$ cat config.mk
export PLATFORM = sky130hd
export DESIGN_NAME = capture_engine
export DESIGN_NICKNAME = d
export VERILOG_FILES = /design/src/rtl/capture_engine.sv
export SDC_FILE = /design/constraint.sdc
export NUM_CORES = 1
export LEC_CHECK = 0
export CELL_PAD_IN_SITES_DETAIL_PLACEMENT = 0
export CELL_PAD_IN_SITES_GLOBAL_PLACEMENT = 1
export CORE_ASPECT_RATIO = 1.2
export CORE_MARGIN = 3
export CORE_UTILIZATION = 42
export DETAILED_ROUTE_END_ITERATION = 12
export PLACE_DENSITY_LB_ADDON = 0.12
export SYNTH_ARGS = -nofsm -noshare
export SYNTH_HDL_FRONTEND = slang
export SYNTH_SLANG_ARGS = --single-unit
$ cat constraint.sdc
create_clock -name clk -period 2.9 [get_ports clk]
set_clock_uncertainty 0.05 [all_clocks]
set_input_delay 0.435 -clock clk [delete_from_list [all_inputs] [get_ports clk]]
set_output_delay 0.435 -clock clk [all_outputs]
set_load 0.01 [all_outputs]
$ cat src/rtl/capture_engine.sv
`default_nettype none
// ============================================================================
// Module      : capture_engine
// Description : Trigger-qualified capture of an ADC sample stream into a
//               circular sample RAM. The engine drives the RAM write port.
//               It supports a programmable trigger level and edge direction,
//               a programmable post-trigger length, and force, auto and abort
//               controls. It reports the trigger address and the address of
//               the oldest sample for readout logic.
// Revision    : 1.0 - initial release
// ============================================================================
module capture_engine #(
  parameter int DATA_W       = 8,
  parameter int DEPTH        = 1024,
  parameter int ADDR_W       = $clog2(DEPTH),
  parameter int AUTO_TIMEOUT = 65535
) (
  input  logic              clk,
  input  logic              rst_n,
  input  logic              arm,
  input  logic              abort,
  input  logic              force_trig,
  input  logic              auto_en,
  input  logic              trig_rising,
  input  logic [DATA_W-1:0] trig_level,
  input  logic [ADDR_W-1:0] post_count,
  input  logic [DATA_W-1:0] data_in,
  input  logic              data_valid,
  output logic [ADDR_W-1:0] m_addr,
  output logic [DATA_W-1:0] m_wdata,
  output logic              m_we,
  output logic              busy,
  output logic              done,
  output logic              triggered,
  output logic [ADDR_W-1:0] trig_addr,
  output logic [ADDR_W-1:0] first_addr
);

  // The timeout counter saturates at AUTO_TIMEOUT-1. A valid sample seen at
  // that count is the AUTO_TIMEOUT-th sample, so it becomes the trigger.
  localparam int                c_TO_W     = (AUTO_TIMEOUT < 2) ? 1 : $clog2(AUTO_TIMEOUT);
  localparam logic [c_TO_W-1:0] c_TO_MAX   = c_TO_W'(AUTO_TIMEOUT - 1);
  localparam logic [c_TO_W-1:0] c_TO_ONE   = c_TO_W'(1);
  localparam logic [ADDR_W-1:0] c_ADDR_ONE = ADDR_W'(1);
  localparam logic [ADDR_W-1:0] c_ADDR_TWO = ADDR_W'(2);

  typedef enum logic [2:0] {
    S_IDLE      = 3'd0,
    S_PRE_FILL  = 3'd1,
    S_WAIT_TRIG = 3'd2,
    S_POST_TRIG = 3'd3,
    S_DONE      = 3'd4
  } state_t;

  state_t              r_state;
  state_t              w_state_next;

  logic [ADDR_W-1:0]   r_wr_ptr;
  logic [ADDR_W-1:0]   r_cnt;
  logic [c_TO_W-1:0]   r_timeout;
  logic [ADDR_W-1:0]   r_p;
  logic [DATA_W-1:0]   r_level;
  logic                r_rising;
  logic                r_above_prev;
  logic                r_force_pend;
  logic                r_m_we;
  logic [ADDR_W-1:0]   r_m_addr;
  logic [DATA_W-1:0]   r_m_wdata;
  logic                r_done;
  logic                r_triggered;
  logic [ADDR_W-1:0]   r_trig_addr;
  logic [ADDR_W-1:0]   r_first_addr;

  logic                w_busy;
  logic                w_above;
  logic                w_edge;
  logic                w_auto_hit;
  logic                w_trig;
  logic                w_write;
  logic [ADDR_W-1:0]   w_ptr_inc;
  logic [ADDR_W-1:0]   w_p_arm;
  logic [ADDR_W-1:0]   w_pre_len;
  logic                w_pre_last;
  logic                w_post_last;

  assign w_busy = (r_state == S_PRE_FILL) || (r_state == S_WAIT_TRIG) ||
                  (r_state == S_POST_TRIG);

  // The history bit records whether the last sample was at or above the level.
  // A rising trigger is a low-to-high crossing; a falling trigger is high-to-low.
  assign w_above    = (data_in >= r_level);
  assign w_edge     = r_rising ? (w_above & ~r_above_prev) : (~w_above & r_above_prev);
  assign w_auto_hit = auto_en && (r_timeout == c_TO_MAX);
  assign w_trig     = (r_state == S_WAIT_TRIG) && data_valid &&
                      (w_edge || force_trig || r_force_pend || w_auto_hit);
  assign w_write    = w_busy && data_valid && !abort;

  assign w_ptr_inc   = r_wr_ptr + c_ADDR_ONE;
  assign w_p_arm     = (post_count == '0) ? c_ADDR_ONE : post_count;
  // With P >= 1, the value DEPTH - P fits in ADDR_W bits. Unsigned wrap yields it.
  assign w_pre_len   = '0 - r_p;
  assign w_pre_last  = (r_cnt == (w_pre_len - c_ADDR_ONE));
  assign w_post_last = (r_cnt == (r_p - c_ADDR_TWO));

  // State register
  always_ff @(posedge clk or negedge rst_n) begin
    if (!rst_n) begin
      r_state <= S_IDLE;
    end else begin
      r_state <= w_state_next;
    end
  end

  // Next-state decode; abort overrides every other input
  always_comb begin
    w_state_next = r_state;
    if (abort) begin
      w_state_next = S_IDLE;
    end else begin
      case (r_state)
        S_IDLE, S_DONE: if (arm) w_state_next = S_PRE_FILL;
        S_PRE_FILL:     if (data_valid && w_pre_last) w_state_next = S_WAIT_TRIG;
        S_WAIT_TRIG:    if (w_trig) w_state_next = (r_p == c_ADDR_ONE) ? S_DONE : S_POST_TRIG;
        S_POST_TRIG:    if (data_valid && w_post_last) w_state_next = S_DONE;
        default:        w_state_next = S_IDLE;
      endcase
    end
  end

  // Write port, capture settings, counters and status registers
  always_ff @(posedge clk or negedge rst_n) begin
    if (!rst_n) begin
      r_wr_ptr     <= '0;
      r_cnt        <= '0;
      r_timeout    <= '0;
      r_p          <= '0;
      r_level      <= '0;
      r_rising     <= 1'b0;
      r_above_prev <= 1'b0;
      r_force_pend <= 1'b0;
      r_m_we       <= 1'b0;
      r_m_addr     <= '0;
      r_m_wdata    <= '0;
      r_done       <= 1'b0;
      r_triggered  <= 1'b0;
      r_trig_addr  <= '0;
      r_first_addr <= '0;
    end else begin
      r_m_we <= w_write;
      if (w_write) begin
        r_m_addr  <= r_wr_ptr;
        r_m_wdata <= data_in;
        r_wr_ptr  <= w_ptr_inc;
      end

      if (abort) begin
        r_done       <= 1'b0;
        r_triggered  <= 1'b0;
        r_force_pend <= 1'b0;
      end else if (arm && !w_busy) begin
        r_p          <= w_p_arm;
        r_level      <= trig_level;
        r_rising     <= trig_rising;
        r_above_prev <= trig_rising;
        r_wr_ptr     <= '0;
        r_cnt        <= '0;
        r_timeout    <= '0;
        r_force_pend <= 1'b0;
        r_done       <= 1'b0;
        r_triggered  <= 1'b0;
      end else begin
        if (w_busy && data_valid) begin
          r_above_prev <= w_above;
        end
        case (r_state)
          S_PRE_FILL: begin
            if (data_valid) begin
              r_cnt <= w_pre_last ? '0 : (r_cnt + c_ADDR_ONE);
              if (w_pre_last) r_timeout <= '0;
            end
          end
          S_WAIT_TRIG: begin
            if (w_trig) begin
              r_trig_addr  <= r_wr_ptr;
              r_triggered  <= 1'b1;
              r_force_pend <= 1'b0;
              r_cnt        <= '0;
              if (r_p == c_ADDR_ONE) begin
                r_done       <= 1'b1;
                r_first_addr <= w_ptr_inc;
              end
            end else begin
              // A force that arrives without a valid sample applies to the next valid sample
              if (force_trig) r_force_pend <= 1'b1;
              if (data_valid && (r_timeout != c_TO_MAX)) r_timeout <= r_timeout + c_TO_ONE;
            end
          end
          S_POST_TRIG: begin
            if (data_valid) begin
              r_cnt <= r_cnt + c_ADDR_ONE;
              if (w_post_last) begin
                r_done       <= 1'b1;
                r_first_addr <= w_ptr_inc;
              end
            end
          end
          default: ;
        endcase
      end
    end
  end

  assign m_addr     = r_m_addr;
  assign m_wdata    = r_m_wdata;
  assign m_we       = r_m_we;
  assign busy       = w_busy;
  assign done       = r_done;
  assign triggered  = r_triggered;
  assign trig_addr  = r_trig_addr;
  assign first_addr = r_first_addr;

endmodule
`default_nettype wire

======== After elaboration in Yosys (flattened, before gate mapping) ========
Index checks and enable logic that the tools add are counted.
operators by class
  $add $sub $neg .......................... 6
  magnitude comparators ................... 1
  equal/unequal tests ..................... 27
  multiplexer cells ....................... 47
  bitwise operators ....................... 6
  reduce and logical (&&, ||, !) cells .... 37
operators with widths
  cell                     number
  $mux W10                 13
  $mux W16                 5
  $pmux W16 S2             1
  $pmux W10 S3             1
  $ne A3 B2 Y1 const B     7
  $add A10 B1 Y10 const B  2
  $eq A10 B10 Y1           2
  $pmux W10 S2             1
  $mux W1                  18
  $mux W3                  6
  $add A16 B1 Y16 const B  1
  $eq A16 B16 Y1 const B   1
  $ne A16 B16 Y1 const B   1
  $ne A4 B3 Y1 const B     3
  $pmux W3 S4              1
  $reduce_bool A4 Y1       3
  $eq A10 B1 Y1 const B    1
  $logic_not A10 Y1        1
  $reduce_and A5 Y1        2
  $sub A1 B10 Y10 const A  1
  $sub A10 B1 Y10 const B  1
  $sub A10 B2 Y10 const B  1
  $logic_and A1 B1 Y1      9
  $reduce_bool A3 Y1       3
  other kinds (21)         39
storage, ports and cells
  flip-flop bits (word level) ............. 101
  input port bits ......................... 34
  output and inout bits ................... 42
  logic and storage cells ................. 140

======== Depth between registers and ports, before layout ========
  depth after elaboration ................. 12
  gate-level depth with buffers ........... 11
  depth with buffers taken out ............ 9

======== Least setup slack after synthesis ========
OpenSTA, ideal clock, no wires.
  path type ............................... input-to-reg
  start ................................... in data_in[0]
  end ..................................... reg r_trig_addr[0] (netlist: trig_addr[0])
  data arrival time ....................... 2,594 ps
  data required time ...................... 2,725 ps
  setup slack ............................. 131 ps
  stages on the path ...................... 10
  buffers on the path ..................... 1
  cell sequence ........................... inv_1 -> ha_1 -> nand2b_4 -> a2111oi_4 -> o211ai_2 -> a311o_1 -> o21ai_4 -> or3_1 -> buf_6 -> mux2_2
on the way
  cells in the longest elaborated chain, start to end .. 9
  elaborated cells on any way between the ends .. 10
RTL lines
  item                                  RTL line  text
  from (decl)                           27        input logic [DATA_W-1:0] data_in,
  $ge A8 B8 Y1 *                        91        assign w_above = (data_in >= r_level);
  $not A1 Y1                            92        assign w_edge = r_rising ? (w_above & ~r_above_prev) : (~w_above & r_above_prev);
  $and A1 B1 Y1                         92
  $mux W1 *                             92
  $logic_or A1 B1 Y1 * (3 in series)    95        (w_edge || force_trig || r_force_pend || w_auto_hit);
  $logic_and A1 B1 Y1 *                 94        assign w_trig = (r_state == S_WAIT_TRIG) && data_valid &&
  $reduce_and A4 Y1 (no source line) *  n/a
  to (signal assigned)                  184       r_trig_addr <= r_wr_ptr;
  to (decl)                             71        logic [ADDR_W-1:0] r_trig_addr;
Every way passes the cells marked *; elsewhere a longest branch is shown, timed or not.
A chain may end at the register's enable or synchronous reset.

======== Worst setup path in the final report ========
  start ................................... in data_in[1]
  end ..................................... reg r_trig_addr[2] (netlist: trig_addr[2])
The elaborated chain is that of the path after synthesis.

==> results.py <==
metrics = {
    "floorplan": {
        "start_util_pct": 43.7,
        "num_rows": 44,
        "ios": 76,
        "die_h_um": 130,
        "die_area_um2": 14200,
        "dieWidth_um": 109,
        "core-area_um2": 12300,
    },
    "power": {
        "power.share.sequential_pct": 44.9,
        "p_comb_share_pct": 20.5,
        "p_sw_mw": 1.02,
        "power_mw": 3.59,
        "swShare_pct": 28.3,
        "leakage_nw": 3.31,
        "clkPwrFrac_pct": 34.7,
        "powerDensity_nw_per_um2": 508,
        "p_int_mw": 2.57,
        "ir_drop_v": 0.000311,
    },
    "route": {
        "first_pass_iters": 4,
        "drc_errors": 0,
        "routed_wl_um": 14000,
        "viasPerCell": 5.43,
        "antenna_left": 0,
        "num_vias": 4595,
        "drt_iter0_drc": 203,
        "avgRoutedWirePerCell_um": 16.6,
    },
    "clock_tree": {
        "cts_made_buffers": 9,
        "cts.sinks": 101,
        "clock_latency_ps": 350,
        "h-tree-depth": 3,
        "clk_path_buf_depth": 2,
        "cts_tree": "yes",
        "root_buffer": "clkbuf_16",
        "clk_pin_slew_ps": 70,
    },
    "synthesis": {
        "synth-simple-area-share_pct": 20.5,
        "synthesis.area_um2": 5360,
        "ys_warn_count": 0,
        "synth_top_family_by_area": "simple AND/OR/NAND/NOR gates",
        "synthFlopType": "dfrtp_1",
        "avgSynthCellArea_um2": 9.31,
        "synth_compound_area_share_pct": 16.7,
        "synthArstFlopShare_pct": 100,
        "synthAdderAreaFrac_pct": 3.03,
        "synth_cell_types": 64,
        "syn-num-nets": 623,
        "synthCells": 576,
        "seq_area_frac_synth_pct": 47.1,
        "synth_edf_count": 0,
        "ys_seq_elements": 101,
        "synth_mux_area_share_pct": 4.53,
        "synth_xor_area_share_pct": 3.76,
    },
    "worst_hold_path": {
        "hold_class": "in2async",
    },
    "job": {
        "maxCapViolCount": 0,
    },
    "layout": {
        "diodes": 0,
        "final_common_cell": "nand2_1",
        "drive_gt1_share_pct": 15.2,
        "nets": 728,
        "utilization_pct": 57.6,
        "final_cell_mix": "113 x nand2_1, 101 x dfrtp_1, 72 x clkdlybuf4s50_1, 45 x o21ai_0, 37 x buf_4",
        "areaGrowthSynthToFinish_pct": 31.8,
    },
    "global_routing": {
        "grt_pass1_vias": 4497,
        "grt_usage_pct": 20.5,
        "use_met3_pct": 3.66,
        "busiest_layer": "met2",
        "grt_max_degree": 44,
        "grt_antenna_before_repair": 0,
        "use_met2_pct": 32.0,
        "grt_overflow": 0,
        "use_met1_pct": 28.9,
        "grt_first_pass_wirelength_um": 23100,
    },
    "timing": {
        "grt_setup_unrepaired": "yes",
        "fmax_mhz": 347,
        "slew_headroom_pct": 41.5,
        "hold_viol": 0,
        "drv_slew": 0,
        "finalCritPeriodShare_pct": 99.3,
        "setup_violations": 0,
        "fin_crit_ps": 2880,
        "worstMarginPinSlew_ps": 873,
    },
    "worst_setup_path": {
        "cp_max_fo": 5,
        "arrival_ps": 3070,
        "cp.required_ps": 3090,
        "worstSetupStartpointType": "input pin",
        "cp-end-kind": "register",
        "critPathKind": "in2reg",
    },
    "placed_design": {
        "portBuffers": 75,
        "gp_congestion": 0.847,
        "hpwl_um": 9640,
    },
    "run_status": {
        "outcome": "complete, no violations",
    },
}
-- power groups by stage --
stage / Clock (mW) / Combinational [mW] / Sequential [mW]
after floorplan: 0 / 0.384 / 1.62
after global placement: 0 / 0.682 / 1.63
after detailed placement: 0 / 0.694 / 1.63
after CTS: 1.27 / 0.716 / 1.61
after global routing: 1.33 / 0.818 / 1.63
final: 1.25 / 0.734 / 1.61
-- timing repair --
item / 4_1_cts / 5_1_grt
resized for setup: 4 / 38
setup endpoints to repair: 28 / 32
buffers inserted: 2 / 8
endpoints found under the hold margin: 0 / 0
hold buffers: 0 / 0
gates cloned: 1 / 1
pin swaps: 5 / 12
-- cells in the mapped netlist, types with 10 or more instances --
library cell | n | share of area, %
a21oi_1 | 10 | 0.93
a31oi_1 | 21 | 2.4
and3_1 | 15 | 1.7
clkbuf_1 | 17 | 1.2
dfrtp_1 | 101 | 47
ha_1 | 13 | 3.0
inv_1 | 28 | 2.0
mux2_2 | 18 | 3.8
nand2_1 | 115 | 8.0
nand2b_1 | 12 | 1.4
nand3_1 | 16 | 1.5
nor2_1 | 33 | 2.3
o21a_1 | 10 | 1.4
o21ai_0 | 47 | 4.4
xnor2_1 | 12 | 2.0
xor2_1 | 11 | 1.8
-- final cells by class --
class,instances,area (um^2)
fill,1094,5210
multi-input combinational,418,2710
sequential,101,2530
timing repair buffer,123,1220
clock buffer,12,246
tap,161,201
inverter,28,105
clock inverter,4,55.1
-- worst max-delay path: stages --
cell             delay (ps)
clkdlybuf4s50_1         440
ha_1                    340
a2111oi_4               340
o211ai_2                150
buf_6                   140
a311o_1                 360
o21ai_4                 210
or3_4                   190
clkbuf_16               150
mux2_4                  290
-- layer usage --
| layer | share of wire, % | wire [um] | vias to the layer above |
|---|---|---|---|
| met5 | 0 | 0 | - |
| met4 | 1.5 | 204 | 0 |
| li1 | - | - | 2235 |
| met1 | 46 | 6500 | 2247 |
| met2 | 48 | 6710 | 96 |
| met3 | 4.5 | 636 | 17 |
-- sequential cells by signal, indices dropped and copies added (netlist names) --
name,flops
r_above_prev,1
r_force_pend,1
r_wr_ptr,10
r_level,8
r_p,10
done,1
r_rising,1
triggered,1
r_state,3
r_cnt,10
m_wdata,8
r_timeout,16
first_addr,10
m_we,1
trig_addr,10
m_addr,10
-- cells by family after synthesis --
logic type | Yosys count
AOI/OAI and AO/OA | 129
xor gates and xnor gates | 23
adders and majority gates | 13
buffers and inverters | 57
DFF | 101
muxes | 22
and+or+nand+nor | 231
-- final timing paths --
check	from	to	slack, ps	cells past startpoint
min in group clk	data_in[0]	m_wdata[0]$_DFFE_PN0P_	330	3
max	data_in[1]	trig_addr[2]$_DFFE_PN0P_	20	10
min reg2reg	m_wdata[1]$_DFFE_PN0P_	m_wdata[1]$_DFFE_PN0P_	430	2
max reg2reg	r_level[0]$_DFFE_PN0P_	trig_addr[2]$_DFFE_PN0P_	30	10
max in group asynchronous	rst_n	r_p[9]$_DFFE_PN0P_	2120	2
min	rst_n	r_p[4]$_DFFE_PN0P_	20	1
-- metrics by stage --
stage	cell area [um^2]	TNS [ps]	setup slack, ps	hold WS [ps]	cells
4_1_cts	6860	0	8.08	46.3	838
3_5_place_dp	6510	-16670	-515	411	819
2_1_floorplan	5360	0	131	89.4	576
3_3_place_gp	6510	-16490	-536	411	819
6_report	7070	0	19.7	24.9	847
5_1_grt	7070	-1790	-84.4	67.2	847
Power figures use the tool's default switching activity.
